`config.mk`:
```
export PLATFORM = sky130hd
export DESIGN_NAME = mreq_bus_master_flat
export DESIGN_NICKNAME = d
export VERILOG_FILES = /design/src/rtl/mreq_bus_master_pkg.sv /design/src/rtl/mreq_bus_master_if.sv /design/src/rtl/mreq_bus_master.sv /design/src/flat_wrapper.sv
export SDC_FILE = /design/constraint.sdc
export NUM_CORES = 1
export LEC_CHECK = 0
export CORE_UTILIZATION = 69
export DETAILED_ROUTE_END_ITERATION = 10
export DONT_BUFFER_PORTS = 1
export PLACE_DENSITY = 0.88
export SLEW_MARGIN = 5
export SYNTH_ARGS = -nofsm -noshare
export SYNTH_HDL_FRONTEND = slang
export SYNTH_SLANG_ARGS = --single-unit
```
`constraint.sdc`:
```
create_clock -name clk -period 5.55 [get_ports clk]
set_input_delay 1.665 -clock clk [delete_from_list [all_inputs] [get_ports clk]]
set_output_delay 1.665 -clock clk [all_outputs]
set_load 0.02 [all_outputs]
```
`src/rtl/mreq_bus_master_pkg.sv`:
```
// Shared types and helpers for the MREQ bus master: request packing, FSM states,
// and per-word-size byte count / lane select derivation.
package mreq_bus_master_pkg;

  localparam int MREQ_NBIT = 44;

  typedef struct packed {
    logic        wr;
    logic        aincr;
    logic [1:0]  wsize;
    logic [7:0]  wcount;
    logic [31:0] addr;
  } mreq_t;

  typedef enum logic [1:0] {
    IDLE    = 2'd0,
    COLLECT = 2'd1,
    BUS     = 2'd2,
    EMIT    = 2'd3
  } state_t;

  function automatic logic [MREQ_NBIT-1:0] pack_mreq(input logic        wr,
                                                     input logic        aincr,
                                                     input logic [1:0]  wsize,
                                                     input logic [7:0]  wcount,
                                                     input logic [31:0] addr);
    return {wr, aincr, wsize, wcount, addr};
  endfunction

  function automatic mreq_t unpack_mreq(input logic [MREQ_NBIT-1:0] raw);
    return mreq_t'(raw);
  endfunction

  // wsize=3 is illegal and never reaches a data path, so its value here is irrelevant
  function automatic logic [2:0] nbytes(input logic [1:0] wsize);
    case (wsize)
      2'd0:    return 3'd1;
      2'd1:    return 3'd2;
      default: return 3'd4;
    endcase
  endfunction

  function automatic logic [1:0] lastIdx(input logic [1:0] wsize);
    logic [2:0] n;
    n = nbytes(wsize) - 3'd1;
    return n[1:0];
  endfunction

  function automatic logic [3:0] selOf(input logic [1:0] wsize);
    case (wsize)
      2'd0:    return 4'b0001;
      2'd1:    return 4'b0011;
      2'd2:    return 4'b1111;
      default: return 4'b0000;
    endcase
  endfunction

endpackage

```
`src/rtl/mreq_bus_master_if.sv`:
```
// Host-side MREQ / byte-stream handshakes plus the register bus, grouped for the
// bus master (master modport) and its environment (slave modport).
interface mreq_bus_master_if;
  import mreq_bus_master_pkg::*;

  logic                 i_mreq_valid;
  logic                 o_mreq_ready;
  logic [MREQ_NBIT-1:0] i_mreq;
  logic [7:0]           i_wdata;
  logic                 i_wdata_valid;
  logic                 o_wdata_ready;
  logic [7:0]           o_rdata;
  logic                 o_rdata_valid;
  logic                 i_rdata_ready;
  logic                 o_bus_cyc;
  logic                 o_bus_stb;
  logic                 o_bus_we;
  logic [31:0]          o_bus_adr;
  logic [31:0]          o_bus_dat;
  logic [3:0]           o_bus_sel;
  logic [31:0]          i_bus_dat;
  logic                 i_bus_ack;
  logic                 o_busy;
  logic                 o_err_wsize;
  logic                 o_err_timeout;

  modport master (
    input  i_mreq_valid, i_mreq, i_wdata, i_wdata_valid, i_rdata_ready,
    input  i_bus_dat, i_bus_ack,
    output o_mreq_ready, o_wdata_ready, o_rdata, o_rdata_valid,
    output o_bus_cyc, o_bus_stb, o_bus_we, o_bus_adr, o_bus_dat, o_bus_sel,
    output o_busy, o_err_wsize, o_err_timeout
  );

  modport slave (
    output i_mreq_valid, i_mreq, i_wdata, i_wdata_valid, i_rdata_ready,
    output i_bus_dat, i_bus_ack,
    input  o_mreq_ready, o_wdata_ready, o_rdata, o_rdata_valid,
    input  o_bus_cyc, o_bus_stb, o_bus_we, o_bus_adr, o_bus_dat, o_bus_sel,
    input  o_busy, o_err_wsize, o_err_timeout
  );

endinterface

```
`src/rtl/mreq_bus_master.sv`:
```
// Executes one MREQ at a time as single-word bus cycles, packing/unpacking bytes
// little-endian. Define MREQ_BUS_TIMEOUT_EN to abort unacknowledged bus cycles.
module mreq_bus_master
  import mreq_bus_master_pkg::*;
#(
  parameter int TIMEOUT_CYCLES = 255
) (
  input  logic                 clk,
  input  logic                 rst,
  mreq_bus_master_if.master    bus
);

  state_t      state_q, state_d;
  logic        wr_q, wr_d;
  logic        aincr_q, aincr_d;
  logic [1:0]  wsize_q, wsize_d;
  logic [7:0]  cnt_q, cnt_d;
  logic [1:0]  idx_q, idx_d;
  logic [31:0] addr_q, addr_d;
  logic [3:0]  sel_q, sel_d;
  logic [31:0] wdat_q, wdat_d;
  logic [31:0] rdat_q, rdat_d;
  logic        errWsize_q, errWsize_d;
  logic        errTimeout;
  logic        timedOut;

  logic        mreqReady, wdataReady, busStb, rdataValid;
  logic [31:0] addrNext;
  logic        lastByte;
  mreq_t       req;

  assign req      = unpack_mreq(bus.i_mreq);
  assign addrNext = aincr_q ? addr_q + 32'd1 : addr_q;
  assign lastByte = (idx_q == lastIdx(wsize_q));

`ifdef MREQ_BUS_TIMEOUT_EN
  logic [31:0] tmo_q, tmo_d;
  logic        errTimeout_q;

  assign timedOut = (state_q == BUS) && !bus.i_bus_ack &&
                    (tmo_q == 32'(TIMEOUT_CYCLES - 1));
  assign tmo_d    = ((state_q == BUS) && !bus.i_bus_ack && !timedOut) ? tmo_q + 32'd1 : 32'd0;

  always_ff @(posedge clk) begin
    if (rst) begin
      tmo_q        <= 32'd0;
      errTimeout_q <= 1'b0;
    end else begin
      tmo_q        <= tmo_d;
      errTimeout_q <= timedOut;
    end
  end

  assign errTimeout = errTimeout_q;
`else
  logic unusedTimeoutCfg;
  assign unusedTimeoutCfg = ^TIMEOUT_CYCLES;
  assign timedOut         = 1'b0;
  assign errTimeout       = 1'b0;
`endif

  always_ff @(posedge clk) begin
    if (rst) begin
      state_q    <= IDLE;
      wr_q       <= 1'b0;
      aincr_q    <= 1'b0;
      wsize_q    <= 2'd0;
      cnt_q      <= 8'd0;
      idx_q      <= 2'd0;
      addr_q     <= 32'd0;
      sel_q      <= 4'd0;
      wdat_q     <= 32'd0;
      rdat_q     <= 32'd0;
      errWsize_q <= 1'b0;
    end else begin
      state_q    <= state_d;
      wr_q       <= wr_d;
      aincr_q    <= aincr_d;
      wsize_q    <= wsize_d;
      cnt_q      <= cnt_d;
      idx_q      <= idx_d;
      addr_q     <= addr_d;
      sel_q      <= sel_d;
      wdat_q     <= wdat_d;
      rdat_q     <= rdat_d;
      errWsize_q <= errWsize_d;
    end
  end

  always_comb begin
    state_d    = state_q;
    wr_d       = wr_q;
    aincr_d    = aincr_q;
    wsize_d    = wsize_q;
    cnt_d      = cnt_q;
    idx_d      = idx_q;
    addr_d     = addr_q;
    sel_d      = sel_q;
    wdat_d     = wdat_q;
    rdat_d     = rdat_q;
    errWsize_d = 1'b0;
    mreqReady  = 1'b0;
    wdataReady = 1'b0;
    busStb     = 1'b0;
    rdataValid = 1'b0;

    case (state_q)
      IDLE: begin
        mreqReady = 1'b1;
        if (bus.i_mreq_valid) begin
          wr_d    = req.wr;
          aincr_d = req.aincr;
          wsize_d = req.wsize;
          cnt_d   = req.wcount;
          idx_d   = 2'd0;
          addr_d  = req.addr;
          sel_d   = selOf(req.wsize);
          wdat_d  = 32'd0;
          if (req.wsize == 2'd3) begin
            errWsize_d = 1'b1;
          end else begin
            state_d = req.wr ? COLLECT : BUS;
          end
        end
      end

      COLLECT: begin
        wdataReady = 1'b1;
        if (bus.i_wdata_valid) begin
          wdat_d[{idx_q, 3'b000} +: 8] = bus.i_wdata;
          if (lastByte) begin
            idx_d   = 2'd0;
            state_d = BUS;
          end else begin
            idx_d = idx_q + 2'd1;
          end
        end
      end

      BUS: begin
        busStb = 1'b1;
        // A timeout completes the cycle exactly like an ack, but reads return zero
        if (bus.i_bus_ack || timedOut) begin
          idx_d = 2'd0;
          if (!wr_q) begin
            rdat_d  = bus.i_bus_ack ? bus.i_bus_dat : 32'd0;
            state_d = EMIT;
          end else if (cnt_q == 8'd0) begin
            state_d = IDLE;
          end else begin
            addr_d  = addrNext;
            cnt_d   = cnt_q - 8'd1;
            wdat_d  = 32'd0;
            state_d = COLLECT;
          end
        end
      end

      EMIT: begin
        rdataValid = 1'b1;
        if (bus.i_rdata_ready) begin
          if (!lastByte) begin
            idx_d = idx_q + 2'd1;
          end else if (cnt_q == 8'd0) begin
            state_d = IDLE;
          end else begin
            idx_d   = 2'd0;
            addr_d  = addrNext;
            cnt_d   = cnt_q - 8'd1;
            state_d = BUS;
          end
        end
      end

      default: state_d = IDLE;
    endcase
  end

  assign bus.o_mreq_ready  = mreqReady;
  assign bus.o_wdata_ready = wdataReady;
  assign bus.o_rdata       = rdat_q[{idx_q, 3'b000} +: 8];
  assign bus.o_rdata_valid = rdataValid;
  assign bus.o_bus_cyc     = busStb;
  assign bus.o_bus_stb     = busStb;
  assign bus.o_bus_we      = busStb & wr_q;
  assign bus.o_bus_adr     = addr_q;
  assign bus.o_bus_dat     = wdat_q;
  assign bus.o_bus_sel     = sel_q;
  assign bus.o_busy        = (state_q != IDLE);
  assign bus.o_err_wsize   = errWsize_q;
  assign bus.o_err_timeout = errTimeout;

endmodule
```
`src/flat_wrapper.sv`:
```
// flat-port wrapper written by rule: the top's interface ports become plain ports
module mreq_bus_master_flat import mreq_bus_master_pkg::*;
#(
  parameter int TIMEOUT_CYCLES = 255
)
  (clk, rst, bus_i_mreq_valid, bus_i_mreq, bus_i_wdata, bus_i_wdata_valid, bus_i_rdata_ready, bus_i_bus_dat, bus_i_bus_ack, bus_o_mreq_ready, bus_o_wdata_ready, bus_o_rdata, bus_o_rdata_valid, bus_o_bus_cyc, bus_o_bus_stb, bus_o_bus_we, bus_o_bus_adr, bus_o_bus_dat, bus_o_bus_sel, bus_o_busy, bus_o_err_wsize, bus_o_err_timeout);
  mreq_bus_master_if bus_i ();
  input  logic clk;
  input  logic rst;
  input wire logic [$bits(bus_i.i_mreq_valid)-1:0] bus_i_mreq_valid;
  input wire logic [$bits(bus_i.i_mreq)-1:0] bus_i_mreq;
  input wire logic [$bits(bus_i.i_wdata)-1:0] bus_i_wdata;
  input wire logic [$bits(bus_i.i_wdata_valid)-1:0] bus_i_wdata_valid;
  input wire logic [$bits(bus_i.i_rdata_ready)-1:0] bus_i_rdata_ready;
  input wire logic [$bits(bus_i.i_bus_dat)-1:0] bus_i_bus_dat;
  input wire logic [$bits(bus_i.i_bus_ack)-1:0] bus_i_bus_ack;
  output wire logic [$bits(bus_i.o_mreq_ready)-1:0] bus_o_mreq_ready;
  output wire logic [$bits(bus_i.o_wdata_ready)-1:0] bus_o_wdata_ready;
  output wire logic [$bits(bus_i.o_rdata)-1:0] bus_o_rdata;
  output wire logic [$bits(bus_i.o_rdata_valid)-1:0] bus_o_rdata_valid;
  output wire logic [$bits(bus_i.o_bus_cyc)-1:0] bus_o_bus_cyc;
  output wire logic [$bits(bus_i.o_bus_stb)-1:0] bus_o_bus_stb;
  output wire logic [$bits(bus_i.o_bus_we)-1:0] bus_o_bus_we;
  output wire logic [$bits(bus_i.o_bus_adr)-1:0] bus_o_bus_adr;
  output wire logic [$bits(bus_i.o_bus_dat)-1:0] bus_o_bus_dat;
  output wire logic [$bits(bus_i.o_bus_sel)-1:0] bus_o_bus_sel;
  output wire logic [$bits(bus_i.o_busy)-1:0] bus_o_busy;
  output wire logic [$bits(bus_i.o_err_wsize)-1:0] bus_o_err_wsize;
  output wire logic [$bits(bus_i.o_err_timeout)-1:0] bus_o_err_timeout;
  assign bus_i.i_mreq_valid = bus_i_mreq_valid;
  assign bus_i.i_mreq = bus_i_mreq;
  assign bus_i.i_wdata = bus_i_wdata;
  assign bus_i.i_wdata_valid = bus_i_wdata_valid;
  assign bus_i.i_rdata_ready = bus_i_rdata_ready;
  assign bus_i.i_bus_dat = bus_i_bus_dat;
  assign bus_i.i_bus_ack = bus_i_bus_ack;
  assign bus_o_mreq_ready = bus_i.o_mreq_ready;
  assign bus_o_wdata_ready = bus_i.o_wdata_ready;
  assign bus_o_rdata = bus_i.o_rdata;
  assign bus_o_rdata_valid = bus_i.o_rdata_valid;
  assign bus_o_bus_cyc = bus_i.o_bus_cyc;
  assign bus_o_bus_stb = bus_i.o_bus_stb;
  assign bus_o_bus_we = bus_i.o_bus_we;
  assign bus_o_bus_adr = bus_i.o_bus_adr;
  assign bus_o_bus_dat = bus_i.o_bus_dat;
  assign bus_o_bus_sel = bus_i.o_bus_sel;
  assign bus_o_busy = bus_i.o_busy;
  assign bus_o_err_wsize = bus_i.o_err_wsize;
  assign bus_o_err_timeout = bus_i.o_err_timeout;
  mreq_bus_master #(.TIMEOUT_CYCLES(TIMEOUT_CYCLES)) u_core (.clk(clk), .rst(rst), .bus(bus_i));
endmodule
```
==> parameters.txt, run 1 <==
Parameter                              Value

Die
  Die Wd ... 95.8 µm
  Initial core utilization ... 72.5%
  Total die area ... 9180 µm²
  Vertical die dimension ... 95.8 µm
  I/O pin cnt ... 175
  Site Rows ... 33
  Area inside the core boundary ... 8380 µm²

Layout
  Final #Nets ... 809
  Final core utilization ... 79.1%
  Share of post-route cells with drive strength above 1 ... 8.58%
  Synth-to-Final Area Change ... 9.17%
  ANT cells ... 0

Pwr
  Switching pwr ... 1250 µW
  Internal power of the cells ... 1960 µW
  PD cells ... 484 nW/µm²
  Sequential fraction of design power ... 37.8%
  Maximum ir drop on the vdd rail ... 0.000349 V
  Switching fraction of total power ... 39.0%
  Static leakage ... 0.00247 µW
  Share of power burned in combinational logic ... 28.6%
  Final Total Pwr ... 3210 µW
  Part of the total power dissipated in the clock network ... 33.5%

Place
  Half-perimeter wire length after detailed placement ... 10600 µm
  Routability Congestion ... 0.853
  IO Port Bufs ... 0

Critical path
  Type of origin of the critical path ... flop
  Ordered list of cells on the worst path ... clkinv_1 > nand2_1 > inv_1
  Maximum fanout count along the critical path ... 15
  Delay of the slowest critical-path stage ... 0.66 ns
  Crit path required time ... 3.88 ns
  CP Data Arrival Time ... 2.10 ns
  Cell with the largest stage delay on the worst path ... dfxtp_1
  Crit path kind ... reg2out
  Nature of the critical path endpoint ... primary output

Routing
  Number of nets still failing antenna checks after routing ... 0
  DRC viols ... 0
  Number of vias in the routed layout ... 5653
  Routed vias/inst ... 6.83
  Initial DRT Pass Iterations ... 5
  Average wire length per cell after detail routing ... 19.8 µm
  Number of DRC markers after the initial detailed-route iteration ... 366
  Detailed Route WL ... 16400 µm

Timing
  Clock period minus final worst setup slack ... 3.77 ns
  Setup TNS ... 0 ns
  Fin Clk Skew ... 0.00591 ns
  Final hold violation count ... 0
  Max Clock Freq ... 265 MHz
  Endpoints failing setup ... 0
  Period utilization ... 67.9%
  Worst slew pin tran ... 1.15 ns
  Max transition margin ... 23.0%
  Max-slew violation total from the final report ... 0
  RSZ-0062 raised after global routing ... no
  Hold Worst Slack ... 0.451 ns

Global route
  Vias in the first global route ... 5170
  Final global-route overflow total ... 0
  Wire length of the first global-routing pass ... 25200 µm
  Initial antenna violation count ... 0
  Largest net degree at the start of global routing ... 114
  Global routing usage summed across all routing layers ... 35.4%

Outcome
  Result of the run ... finished, final reports clean

Clock tree
  Post-CTS setup buffer count ... 0
  Insertion delay to the later sink of the worst-skew pair ... 0.51 ns
  Buffers from clock root to sink, at most ... 2
  Deepest level of the CTS H-tree ... 4
  Sink Count ... 116
  Number of buffers inserted for hold repair after clock tree synthesis ... 0
  Number of buffers created by CTS ... 17
  Master cell of the clock root buffer ... clkbuf_8
  Number of gates resized after cts ... 0
  TritonCTS clock tree ... done
  Clock Pin Slew Worst Setup and Hold Paths ... 0.06 ns

Synth
  Ys flop type ... dfxtp_1
  Avg Cell Area, Syn ... 8.25 µm²
  Warnings from Yosys ... 0
  #FFs+latches synth ... 116
  Unique cell type count in the Yosys netlist ... 66
  Count of flip-flops with a built-in enable after synthesis ... 0
  Top-area cell type share of the netlist area ... 38.2%
  Nets in the synthesized netlist ... 835
  Fraction of registers with async set/reset ... 0%
  Gate Count Post-Synth ... 736
  Cell taking the most area after synthesis ... dfxtp_1
  Ranking of synthesized cells by area ... dfxtp_1 (38%), nand2_1 (6.8%), mux2i_1 (6.6%), a21oi_1 (5.4%), and2_1 (4.0%)
  Post-synthesis sequential area ratio ... 38.2%
  Netlist Area Pre-Place ... 6070 µm²

Flow run
  Number of max-cap violations ... 0

Min path
  Hold WC Path Type ... reg2reg
## registers in the layout, summed over array words and instances (netlist names)
register and flops:
u_core.bus.o_bus_adr 32, u_core.bus.o_err_wsize 1, u_core.bus.o_bus_sel 3, u_core.state_q 2
u_core.cnt_q 8, u_core.bus.o_bus_dat 32, u_core.aincr_q 1, u_core.idx_q 2
u_core.rdat_q 32, u_core.wsize_q 2, u_core.wr_q 1
## final cells by class
type / count / area, µm²
well taps: 105 / 131
inverters: 20 / 75.1
clock inverters: 14 / 153
multi-input cells: 550 / 3480
fillers: 580 / 1750
flip-flops and latches: 116 / 2320
clock buffers: 18 / 428
repair buffers: 5 / 37.5
## path summary, 6_finish.rpt
| path | from | endpoint | slack (ns) | cells after the start |
|---|---|---|---|---|
| hold reg to reg | u_core.rdat_q[11] | u_core.rdat_q[11] | 0.45 | 2 |
| setup reg to reg | u_core.state_q[1] | u_core.bus.o_bus_adr[28] | 2.38 | 6 |
| setup / recovery | u_core.state_q[0] | bus_o_mreq_ready | 1.78 | 3 |
| hold / removal | u_core.rdat_q[11] | u_core.rdat_q[11] | 0.45 | 2 |
## cells in the mapped netlist (all sizes together) (5+ instances only)
library cell	instances
nand2b	5
a21oi	66
mux4	8
o31a	5
a22oi	14
o32ai	6
nor2	59
and2	39
nor3	14
nand2	110
o21ai	19
and4	10
mux2i	40
dfxtp	116
o22ai	8
nand4	10
nand3	19
buf	12
o211ai	7
a211oi	13
inv	18
nor4	9
ha	9
nor2b	5
a31oi	10
and3	12
clkbuf	38
## worst max-delay path: cells and delay by family, from the launching register on
kind,cells,cell delay (ns)
DFF,1,0.66
buffers and inverters,2,0.59
and+or+nand+nor,1,0.34
## power groups by stage
stage | Clock (µW) | Combinational [µW] | Sequential (µW)
floorplan | 0 | 769 | 1160
global placement | 0 | 851 | 1210
finish | 1080 | 918 | 1210
global route | 1110 | 1010 | 1230
CTS | 1070 | 905 | 1210
detailed placement | 0 | 891 | 1220
## cell families after synthesis
family / synth area share [%]
flip-flops: 38.2
AND/OR/NAND/NOR: 25.6
buffers and inverters: 4.66
multiplexers: 9.56
AO/OA/AOI/OAI: 19.8
other: 0.0617
adder cells (fa/ha/maj): 1.85
XOR/XNOR: 0.288
## per-stage QoR
step	cells	setup WS (ns)	cell area, µm²
after floorplan	736	2.15	6070
after detailed placement	796	1.51	6050
final	828	1.78	6630
after CTS	828	1.76	6630
after global placement	796	1.55	6050
after global routing	828	1.66	6630
## layout by cell type (no fill, tap or decap), types with 10 or more instances in the layout
cell type	n
dfxtp_1	115
nand2_1	110
a21oi_1	66
nor2_1	59
mux2i_1	40
and2_1	39
inv_1	18
nand3_1	17
o21ai_0	17
clkbuf_16	16
nor3_1	14
a22oi_1	14
and3_1	12
a211oi_1	11
nand4_1	10
and4_1	10
a31oi_1	10
## metal layers
| metal | wire (µm) | track usage [%] | share of wire, % | vias up |
|---|---|---|---|---|
| met3 | 1510 | 9.87 | 9.2 | 59 |
| met1 | 6460 | 43.3 | 39 | 2644 |
| li1 | - | - | - | 2614 |
| met5 | 0 | 0 | 0 | - |
| met4 | 574 | 18.7 | 3.5 | 0 |
| met2 | 7870 | 56.8 | 48 | 336 |
(Power assumes the default switching activity.)
==> run 2, diff against run 1 <==
- CORE_UTILIZATION: 69 -> 58
- PLACE_DENSITY: 0.88 -> 0.79
- clock period: 5.55 -> 3.2 ns (I/O delays scaled with it)
==> parameters.txt, run 2 (same netlist as run 1, synthesis figures left out) <==
Parameter                              Value

Global route
  Global routing usage summed across all routing layers ... 29.9% (-5.5 points)
  Initial antenna violation count ... 0 (unchanged)
  Wire length of the first global-routing pass ... 26400 µm (+4.9%)
  Vias in the first global route ... 5397 (+4.4%)
  Largest net degree at the start of global routing ... 114 (unchanged)
  Final global-route overflow total ... 0 (unchanged)

Place
  Routability Congestion ... 0.925 (+8.5%)
  Half-perimeter wire length after detailed placement ... 11100 µm (+4.9%)
  Placed inst area ... 6220 µm² (+2.8%)
  IO Port Bufs ... 0 (unchanged)
  Post-placement cell count ... 840 (+5.5%)

Layout
  # fillers ... 793 (+37%)
  Leading cell types in the layout, fill and taps excluded ... dfxtp_1 (115), nand2_1 (110), a21oi_1 (66)
  Most common cell after layout, fill and taps aside ... dfxtp_1
  Share of post-route cells with drive strength above 1 ... 10.3% (+1.7 points)
  Finished Cell Area ... 6800 µm² (+2.6%)
  Final #Nets ... 825 (+2.0%)
  Synth-to-Final Area Change ... 12.0%
  Non-Filler Instances ... 871 (+5.2%)
  ANT cells ... 0 (unchanged)

Die
  Vertical die dimension ... 104 µm (+8.9%)
  Die Wd ... 104 µm (+8.9%)
  Area inside the core boundary ... 9950 µm² (+19%)
  Site Rows ... 36 (+9.1%)
  Initial core utilization ... 61.0% (-11 points)
  Total die area ... 10900 µm² (+19%)
  I/O pin cnt ... 175 (unchanged)

Timing
  RSZ-0062 raised after global routing ... no
  Max-slew violation total from the final report ... 0 (unchanged)
  Max Clock Freq ... 341 MHz
  Final hold violation count ... 0 (unchanged)
  Hold Worst Slack ... 0.450 ns (-0.00105 ns)
  Endpoints failing setup ... 0 (unchanged)
  Max transition margin ... 28.3% (+5.4 points)
  Worst slew pin tran ... 1.07 ns (-0.0771 ns)
  Period utilization ... 91.6%
  Setup TNS ... 0 ns (unchanged)
  Clock period minus final worst setup slack ... 2.93 ns
  Fin Clk Skew ... 0.00818 ns (+0.00227 ns)

Clock tree
  Clock Pin Slew Worst Setup and Hold Paths ... 0.06 ns (about the same)
  Master cell of the clock root buffer ... clkbuf_8
  Number of buffers created by CTS ... 17 (unchanged)
  Number of gates resized after cts ... 0 (unchanged)
  Buffers from clock root to sink, at most ... 2 (unchanged)
  Insertion delay to the later sink of the worst-skew pair ... 0.51 ns (about the same)
  Number of buffers inserted for hold repair after clock tree synthesis ... 0 (unchanged)
  Post-CTS setup buffer count ... 0 (unchanged)
  TritonCTS clock tree ... done
  Sink Count ... 116 (unchanged)
  Deepest level of the CTS H-tree ... 4 (unchanged)

Min path
  Worst hold path cell count ... 2 (unchanged)
  Hold WC Path Type ... reg2reg
  Beginning of the worst hold path ... u_core.rdat_q[2]
  End point of the most critical hold path ... u_core.rdat_q[2]

Critical path
  Worst reg2reg startpoint ... u_core.cnt_q[0]
  Crit path required time ... 2.24 ns (-1.64 ns)
  Cell with the largest stage delay on the worst path ... dfxtp_1
  Nature of the critical path endpoint ... primary output
  CP Data Arrival Time ... 1.97 ns (-0.13 ns)
  Capture instance of the worst register-to-register path ... u_core.bus.o_bus_adr[13]
  Maximum fanout count along the critical path ... 8 (-7)
  Worst R2R Setup Slack ... 0.50 ns (-1.88 ns)
  Crit path kind ... reg2out
  Worst-case reg-to-reg path depth ... 8 (+2)
  Delay of the slowest critical-path stage ... 0.61 ns (-0.05 ns)
  Ordered list of cells on the worst path ... buf_4 > mux4_2
  Type of origin of the critical path ... flop

Pwr
  Final Total Pwr ... 5640 µW (+76%)
  PD cells ... 829 nW/µm² (+71%)
  Sequential fraction of design power ... 37.0% (-0.8 points)
  Switching fraction of total power ... 37.3% (-1.7 points)
  Internal power of the cells ... 3540 µW (+81%)
  Part of the total power dissipated in the clock network ... 33.4% (about the same)
  Share of power burned in combinational logic ... 29.6% (+1.0 points)
  Switching pwr ... 2100 µW (+68%)
  Maximum ir drop on the vdd rail ... 0.000440 V (+26%)
  Static leakage ... 0.00255 µW (+3.3%)

Routing
  Initial DRT Pass Iterations ... 5 (unchanged)
  Routed vias/inst ... 6.30 (-7.8%)
  DRC viols ... 0 (unchanged)
  Average wire length per cell after detail routing ... 18.4 µm (-7.3%)
  Number of nets still failing antenna checks after routing ... 0 (unchanged)
  Detailed Route WL ... 16000 µm (-2.4%)
  Number of DRC markers after the initial detailed-route iteration ... 475 (+30%)
  Number of vias in the routed layout ... 5484 (-3.0%)

Outcome
  Result of the run ... finished, final reports clean

Flow run
  Number of max-cap violations ... 0 (unchanged)
==> run 2: power groups by stage <==
stage,Sequential (µW),Combinational [µW],Clock (µW)
6_report,2090,1670,1880
3_5_place_dp,2110,1640,0
4_1_cts,2080,1650,1900
2_1_floorplan,2020,1330,0
5_1_grt,2120,1840,1970
3_3_place_gp,2100,1590,0
==> run 2: how the worst max path moves through the flow <==
stage	slack, ns	endpoint	cells after the start	start
floorplan	0.50	u_core.bus.o_bus_adr[28]	6	bus_i_mreq_valid
global placement	0.35	u_core.bus.o_bus_adr[28]	5	bus_i_mreq_valid
detailed placement	0.34	u_core.bus.o_bus_adr[28]	5	bus_i_mreq_valid
CTS	0.23	bus_o_rdata[7]	2	u_core.idx_q[0]
global route	0.16	bus_o_rdata[7]	2	u_core.idx_q[0]
finish	0.27	bus_o_rdata[7]	2	u_core.idx_q[0]
==> run 2: layout make-up <==
class	count	area [µm²]	area share (%)
multi-input combinational	550	3480	51.2
inverter	20	75.1	1.10
tap	133	166	2.45
clock buffer	19	432	6.34
clock inverter	12	155	2.28
timing repair buffer	21	170	2.50
sequential	116	2320	34.1
==> run 2: critical path: cells and delay by family, from the launching register on <==
| family | cells | cell delay, ns |
|---|---|---|
| flip-flops | 1 | 0.61 |
| multiplexers | 1 | 0.60 |
| buffers and inverters | 1 | 0.25 |
==> run 2: per-stage QoR <==
stage / worst slack [ns] / utilization (%)
after global routing: 0.158 / 68.4
after floorplan: 0.503 / -
after detailed placement: 0.341 / 62.5
final: 0.270 / 68.4
after CTS: 0.233 / 68.4
after global placement: 0.354 / 62.5
==> run 2: routing by layer <==
layer | vias to the layer above | global-route usage, % | wire (µm)
met5 | - | 0 | 0
met4 | 0 | 11.5 | 338
met3 | 29 | 10.2 | 1540
met2 | 273 | 48.2 | 7600
met1 | 2550 | 36.6 | 6530
li1 | 2632 | - | -
